**config.mk**
```make
export PLATFORM = sky130hd
export DESIGN_NAME = stage_fetch
export DESIGN_NICKNAME = d
export VERILOG_FILES = /design/src/rtl/stage_fetch.sv
export SDC_FILE = /design/constraint.sdc
export NUM_CORES = 1
export LEC_CHECK = 0
export BUFFER_PORTS_ARGS = -buffer_cell sky130_fd_sc_hd__clkbuf_2
export CORE_MARGIN = 5
export CORE_UTILIZATION = 44
export DETAILED_ROUTE_END_ITERATION = 8
export GPL_TIMING_DRIVEN = 0
export PLACE_DENSITY = 0.77
export SLEW_MARGIN = 30
export SYNTH_ARGS = -nofsm -noshare
export SYNTH_HDL_FRONTEND = slang
export SYNTH_SLANG_ARGS = --single-unit
```
**constraint.sdc**
```tcl
create_clock -name clk -period 1.7 [get_ports clk]
set_input_delay 0.085 -clock clk [delete_from_list [all_inputs] [get_ports clk]]
set_output_delay 0.085 -clock clk [all_outputs]
set_load 0.02 [all_outputs]
```
**src/rtl/stage_fetch.sv**
```systemverilog
// Fetch stage: owns the PC, reads instruction memory combinationally and
// registers the F/D payload, with exception, stall and delay-slot redirect handling.
`ifndef DS_OP_LEN
`define DS_OP_LEN 2
`endif
`ifndef DS_OP_NONE
`define DS_OP_NONE 2'd0
`endif
`ifndef DS_OP_SET
`define DS_OP_SET 2'd1
`endif
`ifndef DS_OP_CLEAR
`define DS_OP_CLEAR 2'd2
`endif
`ifndef EXC_CODE_LEN
`define EXC_CODE_LEN 5
`endif

module stage_fetch #(
  parameter logic [31:0] RESET_PC  = 32'h0000_3000,
  parameter logic [31:0] EXC_ENTRY = 32'h0000_4180,
  parameter logic [31:0] IM_LO     = 32'h0000_3000,
  parameter logic [31:0] IM_HI     = 32'h0000_6FFC
) (
  input  logic                     clk,
  input  logic                     reset,
  input  logic                     stall,
  input  logic                     redirect_valid,
  input  logic [31:0]              redirect_pc,
  input  logic [`DS_OP_LEN-1:0]    ds_op,
  input  logic                     exc_req,
  output logic [31:0]              imem_addr,
  input  logic [31:0]              imem_rdata,
  output logic [31:0]              fd_pc,
  output logic [31:0]              fd_instr,
  output logic [`EXC_CODE_LEN-1:0] fd_exc,
  output logic                     fd_bd
);

  localparam logic [`EXC_CODE_LEN-1:0] EXC_ADEL = `EXC_CODE_LEN'd4;

  logic [31:0]              pc;
  logic                     fault;
  logic [31:0]              fetch_instr;
  logic [`EXC_CODE_LEN-1:0] fetch_exc;

  assign imem_addr   = pc;
  assign fault       = (pc[1:0] != 2'b00) || (pc < IM_LO) || (pc > IM_HI);
  assign fetch_instr = fault ? 32'h0 : imem_rdata;
  assign fetch_exc   = fault ? EXC_ADEL : '0;

  always_ff @(posedge clk) begin
    if (reset) begin
      pc       <= RESET_PC;
      fd_pc    <= '0;
      fd_instr <= '0;
      fd_exc   <= '0;
      fd_bd    <= 1'b0;
    end else if (exc_req) begin
      pc       <= EXC_ENTRY;
      fd_pc    <= '0;
      fd_instr <= '0;
      fd_exc   <= '0;
      fd_bd    <= 1'b0;
    end else if (!stall) begin
      if (redirect_valid && ds_op == `DS_OP_CLEAR) begin
        // eret has no delay slot: the word already fetched is squashed
        pc       <= redirect_pc;
        fd_pc    <= '0;
        fd_instr <= '0;
        fd_exc   <= '0;
        fd_bd    <= 1'b0;
      end else begin
        pc       <= redirect_valid ? redirect_pc : pc + 32'd4;
        fd_pc    <= pc;
        fd_instr <= fetch_instr;
        fd_exc   <= fetch_exc;
        fd_bd    <= redirect_valid && (ds_op == `DS_OP_SET);
      end
    end
  end

endmodule

```
==> results of run 1 <==
[worst max-delay path, stage by stage, from the launching register on]
cell and delay [ns]:
dfxtp_4 0.40, buf_6 0.10, nand3_4 0.10, nor4_4 0.36, nand4_2 0.16, or4_1 0.43
a31oi_1 0.13
[cells by family (layout without fill, tap and decap cells)]
logic type / after synthesis / in the layout
AOI/OAI and AO/OA: 164 / 164
xor gates and xnor gates: 3 / 3
adders and majority gates: 1 / 1
buffers and inverters: 60 / 307
DFF: 98 / 98
muxes: 2 / 2
other: 1 / 4
and+or+nand+nor: 187 / 189
[routing by layer]
metal	up-vias	global-route usage [%]	wire length [um]
li1	2375	-	-
met3	58	6.276	1771
met4	0	10.01	503
met5	-	0	0
met2	320	43.73	7926
met1	2424	33.17	6231
[what timing repair did]
action / CTS / global route
setup endpoints to repair: 46 / 52
gates resized for setup: 30 / 21
cloned: 1 / 2
pin swaps: 11 / 10
hold endpoints to repair: 41 / 0
setup buffers: 21 / 8
hold buffers: 39 / 0
[layout make-up]
class | count | share of cell area, %
Inverter | 11 | 0.6416
Clock inverter | 7 | 1.419
Tap cell | 133 | 2.586
Multi-Input combinational cell | 363 | 35.87
Timing Repair Buffer | 235 | 22.57
Sequential cell | 98 | 31.46
Buffer | 45 | 3.519
Clock buffer | 9 | 1.925
[per-stage QoR]
stage	TNS [ns]	utilization [%]	instance area, um^2
2_1_floorplan	-0.004096	-	4432
3_3_place_gp	-11.34	56.11	5434
3_5_place_dp	-13.33	56.11	5434
4_1_cts	0	65.03	6297
5_1_grt	-3.108	66.45	6435
6_report	-0.09613	66.45	6435
[worst paths after layout]
kind / from / endpoint
min reg2reg: fd_exc[2] / fd_exc[2]
max: imem_addr[16] / imem_addr[31]
max reg2reg: imem_addr[16] / imem_addr[31]
min: redirect_pc[23] / imem_addr[23]
[sequential cells by signal (all words and copies together), names as in the netlist, named ones only]
| name | flops |
|---|---|
| fd_instr | 32 |
| fd_bd | 1 |
| imem_addr | 30 |
| fd_pc | 32 |
| fd_exc | 1 |
[cells in the mapped netlist, types with 2 or more instances]
cell type,number
a211oi_1,3
a21o_1,3
a21oi_1,28
a22oi_1,73
a311oi_1,2
a31oi_1,10
a32oi_1,4
buf_1,6
buf_2,8
buf_4,4
clkbuf_1,31
dfxtp_1,98
inv_1,10
mux2i_1,2
nand2_1,26
nand3_1,8
nand4_1,5
nand4_2,4
nor2_1,105
nor2b_1,6
nor3_1,11
nor4_1,6
o211ai_1,2
o21a_1,2
o21ai_0,17
o221a_2,4
o221ai_1,3
o311a_1,2
o31ai_1,4
o41ai_1,3
or2_2,2
xnor2_1,3
[power breakdown]
| part | internal [uW] | switching [uW] |
|---|---|---|
| clock | 727 | 930 |
| sequential | 2330 | 63.4 |
| combinational | 322 | 446 |
==> key figures, run 1 <==
Synthesis
  – Post-synth EDFFs: 0
  – Post-Synthesis Cells: around 520
  – Synth Area in Adders: 0.2900%
  – Most used DFF post-synth: dfxtp_1
  – Post-synthesis sequential area ratio: 45.48%
  – Yosys Warn Count: 0
  – Synth area leader: dfxtp_1
  – Yosys cell types: 53
  – Largest family of logic cells by synthesized area: compound AO/OA/AOI/OAI gates
  – Post-synthesis xor/xnor area fraction: less than 1%
  – Mean Syn Cell Area: between 8 and 9 um^2
  – Simple-gate share of the synthesized area: 20.79%
  – Mux contribution to synthesized area: 0.4640%
  – Top cells by area, synth: dfxtp_1, a22oi_1, nor2_1
  – Mapped Area: approximately 4300 um^2
  – Compound-gate portion of the synthesized area: a little over a quarter
  – Synth Register Bits: 98
  – Asr flop ratio synth: 0%
  – Share of the synthesized area in the top cell type: a little under half

Timing
  – Final setup vio count: 6
  – Period minus WS final: approximately 1.7 ns
  – Slew headroom: 52.85%
  – Crit share post-route: 102.7%
  – Setup ws final: -0.04536 ns
  – Max Slew Vio Count: 0
  – Highest Clock Rate: between 0.5 and 0.6 GHz
  – Slew @ Worst Pin: between 0.7 and 0.8 ns
  – Final hold violations: 0
  – Unrepaired setup endpoints after global routing: true
  – Worst hold slack: roughly 0.0088 ns
  – Clock Skews: 0.01143 ns

CTS
  – Max clock buf depth: 2
  – H-tree Lvls: 3
  – Clk sinks: 98
  – CTS Root Cell: clkbuf_8
  – CTS tree: built
  – Clock latency on the worst-skew pair: between 0.3 and 0.4 ns
  – Clock slew at reported path FFs: around 0.11 ns
  – Total CTS buffers: 9

Routing
  – Antenna Nets Post-Route: 0
  – DRC errors left: 0
  – Via Count: 5177
  – Vias/cell: about 5.7
  – Starting DRT DRC Count: roughly 500
  – WL/cell: 18.24 um
  – DR pass1 iterations: 5
  – Routed wire length: about 16000 um

Global routing
  – Initial antenna violation count: 0
  – Total gr overflow: 0
  – Global Route Usage Sum: between 20% and 30%
  – Largest net degree at the start of global routing: 20
  – First-pass GRT wire length: 24620 um
  – Vias in the first global route: approximately 4800

Layout
  – P&R area growth vs syn: 49.16%
  – # fillers: between 800 and 900
  – Reg area: 2024 um^2
  – Share of layout cells above drive strength 1: between 30 and 40%
  – Final net count: about 840
  – Most common cell after layout, fill and taps aside: clkbuf_2
  – Area of the multi-input gates: roughly 2300 um^2
  – Most frequent cells in the layout: clkbuf_2, nor2_1, dfxtp_1
  – Non-Filler Instances: 901
  – Number of diodes: 0

Floorplanning
  – Number of core rows: 36
  – Die Y-Extent: 109.0 um
  – Die area: between 10000 and 15000 um^2
  – Die Wd: around 110 um
  – Num ports: 173
  – Initial Utilization: ~45%
  – CORE AREA: between 9000 and 10000 um^2

Status
  – Status: finished, violations left
  – Failing checks: negative setup slack

Worst setup path
  – Reg2Reg Setup Slack: -0.05 ns
  – Startpoint type of the worst setup path: register
  – CP Max Fanout: 6
  – R2R cell count: 6
  – Crit Path Class: register to register
  – Worst path arrival time: ~2.1 ns
  – Worst EP required: 2.01 ns
  – Crit. End Element: register

Place
  – Port Buffers: around 170
  – Placed cells: just over 800
  – GPL Wtd Cong: around 0.92
  – Post-DP HPWL: approximately 11000 um
  – Post-Place Worst Slack: -0.3108 ns

Min path
  – Worst hold-check path type: input port to register
  – Worst hold path depth: 3

Job
  – Maxcap violations: 0

Pwr
  – Pwr dens: roughly 750 nW/um^2
  – Power Total: 4821 uW
  – Maximum VDD drop: 0.4833 mV
  – Static leakage: 0.002670 uW
Power figures use the tool's default switching activity.
==> run 2, diff against run 1 <==
Clock period 1.7 ns to 1.4 ns, I/O delays scaled along.
==> key figures, run 2 (synthesized netlist as in run 1, its figures left out) <==
Status
  – Status: finished, violations left
  – Failing checks: negative hold slack, negative setup slack

Floorplanning
  – Die area: 11890 um^2 (unchanged)
  – Number of core rows: 36 (unchanged)
  – Num ports: 173 (unchanged)
  – Initial Utilization: 44.55% (unchanged)
  – Die Y-Extent: 109.0 um (unchanged)
  – CORE AREA: 9684 um^2 (unchanged)
  – Die Wd: 109.0 um (unchanged)

Timing
  – Period minus WS final: 1.798 ns (+0.05246 ns)
  – Slew headroom: 49.18% (-3.7 points)
  – Max Slew Vio Count: 0 (unchanged)
  – Slew @ Worst Pin: 0.7623 ns (+0.05503 ns)
  – Unrepaired setup endpoints after global routing: true
  – Worst hold slack: -0.01790 ns (-0.02669 ns)
  – Highest Clock Rate: 0.5562 GHz (-2.9%)
  – Final hold violations: 1 (+1)
  – Crit share post-route: 128.4% (+26 points)
  – Setup ws final: -0.3978 ns (-0.3525 ns)
  – Final setup vio count: 82 (+76)
  – Clock Skews: 0.01422 ns (+0.002792 ns)

Worst setup path
  – CP bufs+invs: 1 (unchanged)
  – CP max stage delay: 0.40 ns (-0.03 ns)
  – Worst path arrival time: 2.12 ns (+0.07 ns)
  – Startpoint type of the worst setup path: register
  – CP max-delay cell: dfxtp_4
  – Cell repeated most along the worst path: nand4_4
  – Crit Path Class: register to register
  – Crit. End Element: register
  – CP Max Fanout: 5 (-1)
  – Worst EP required: 1.72 ns (-0.29 ns)
  – Crit path max-delay family: simple AND/OR/NAND/NOR gates
  – CP cell instances: nand4_4 > nor4_4 > buf_4 > nand4_4 > or4_1 > a31oi_1

Routing
  – WL/cell: 21.27 um (+17%)
  – Routed wire length: 19860 um (+21%)
  – Vias/cell: 6.137 (+6.8%)
  – Via Count: 5732 (+11%)
  – Antenna Nets Post-Route: 0 (unchanged)
  – DR pass1 iterations: 8 (+3)
  – Starting DRT DRC Count: 775 (+53%)
  – DRC errors left: 0 (unchanged)

Global routing
  – Largest net degree at the start of global routing: 18 (-10%)
  – Vias in the first global route: 5420 (+14%)
  – Initial antenna violation count: 0 (unchanged)
  – Total gr overflow: 0 (unchanged)
  – First-pass GRT wire length: 27900 um (+13%)
  – Global Route Usage Sum: 30.28% (+3.9 points)

CTS
  – Max clock buf depth: 2 (unchanged)
  – Total CTS buffers: 9 (unchanged)
  – Clk sinks: 98 (unchanged)
  – H-tree Lvls: 3 (unchanged)
  – Clock slew at reported path FFs: 0.11 ns (about the same)
  – Clock latency on the worst-skew pair: 0.39 ns (+0.02 ns)
  – CTS Root Cell: clkbuf_8
  – CTS tree: built

Place
  – GPL Wtd Cong: 0.8811 (-4.4%)
  – Post-DP HPWL: 11040 um (+2.2%)
  – Placed cells: 819 (unchanged)
  – Post-Place Worst Slack: -0.5433 ns (-0.2324 ns)
  – Port Buffers: 167 (unchanged)

Layout
  – Number of diodes: 0 (unchanged)
  – Non-Filler Instances: 934 (+3.7%)
  – P&R area growth vs syn: 65.11%
  – Share of layout cells above drive strength 1: 45.32% (+8.5 points)
  – # fillers: 627 (-23%)
  – Final net count: 868 (+4.0%)
  – Most common cell after layout, fill and taps aside: clkbuf_2
  – Most frequent cells in the layout: clkbuf_2, nor2_1, dfxtp_1

Min path
  – Worst hold-check path type: input port to register

Pwr
  – Pwr dens: 833.1 nW/um^2 (+11%)
  – Maximum VDD drop: 0.5467 mV (+13%)
  – Static leakage: 0.003036 uW (+14%)

Job
  – Maxcap violations: 0 (unchanged)
-- run 2: cell types whose count changed in the layout (fill, tap and decap cells not counted), moves of 7 or more --
cell / previous run / this run
buf_4: 31 / 50
a22oi_1: 73 / 61
a22oi_2: 0 / 12
buf_6: 6 / 18
o21ai_0: 16 / 8
dfxtp_4: 13 / 20
o21ai_1: 1 / 8
-- run 2: metal layers --
layer | wire length (um) | vias up | GRT usage (%) | part of all wire [%]
met5 | 0 | - | 0 | 0
met4 | 1272 | 0 | 17.67 | 6.4
met3 | 2296 | 157 | 6.335 | 12
met2 | 9381 | 512 | 49.21 | 47
met1 | 6914 | 2632 | 36.92 | 35
li1 | - | 2431 | - | -
-- run 2: power breakdown --
part           internal, uW  total, uW  switching, uW  leakage (uW)
registers              2820       2900           77.3      0.000810
clock network           775       1910           1130      0.000104
logic                   478       1130            650       0.00212
total                  4080       5930           1860       0.00304
-- run 2: worst reg2reg max path, stage by stage, from the launching register on --
cell and delay, ns:
dfxtp_4 0.40, nand4_4 0.15, nor4_4 0.31, buf_4 0.22, nand4_4 0.12, or4_1 0.41
a31oi_1 0.13
-- run 2: worst paths after layout --
path	startpoint	end	slack [ns]	cells past startpoint
setup / recovery	imem_addr[10]	imem_addr[31]	-0.40	6
setup reg to reg	imem_addr[10]	imem_addr[31]	-0.40	6
hold / removal	redirect_pc[23]	imem_addr[23]	-0.02	3
hold reg to reg	fd_exc[2]	fd_exc[2]	0.48	2
-- run 2: area by class of cell --
cell class	instances	area [um^2]	share of cell area [%]
Buffer	42	210.2	2.951
Clock buffer	10	148.9	2.090
Clock inverter	6	47.55	0.6675
Inverter	11	43.79	0.6148
Multi-Input combinational cell	362	2614	36.69
Sequential cell	98	2044	28.70
Tap cell	133	166.4	2.336
Timing Repair Buffer	272	1848	25.94
-- run 2: repair_timing --
item | in CTS | in global routing
gates cloned | 2 | 2
hold buffers | 39 | 0
setup buffers | 52 | 13
resized for setup | 70 | 66
endpoints found under the hold margin | 43 | 0
pin swaps | 25 | 68
endpoints found under the setup margin | 84 | 81
-- run 2: per-stage QoR --
stage | utilization [%] | total power (uW) | cell area [um^2] | TNS, ns | hold WS [ns]
floorplan | - | 3437 | 4518 | -8.445 | 0.1317
global placement | 57.00 | 3727 | 5520 | -33.56 | 0.3001
detailed placement | 57.00 | 3747 | 5520 | -36.57 | 0.3074
CTS | 69.53 | 5733 | 6734 | -10.06 | 0.0005219
global route | 73.55 | 6076 | 7123 | -21.20 | 0.03208
finish | 73.55 | 5935 | 7123 | -15.90 | -0.01790
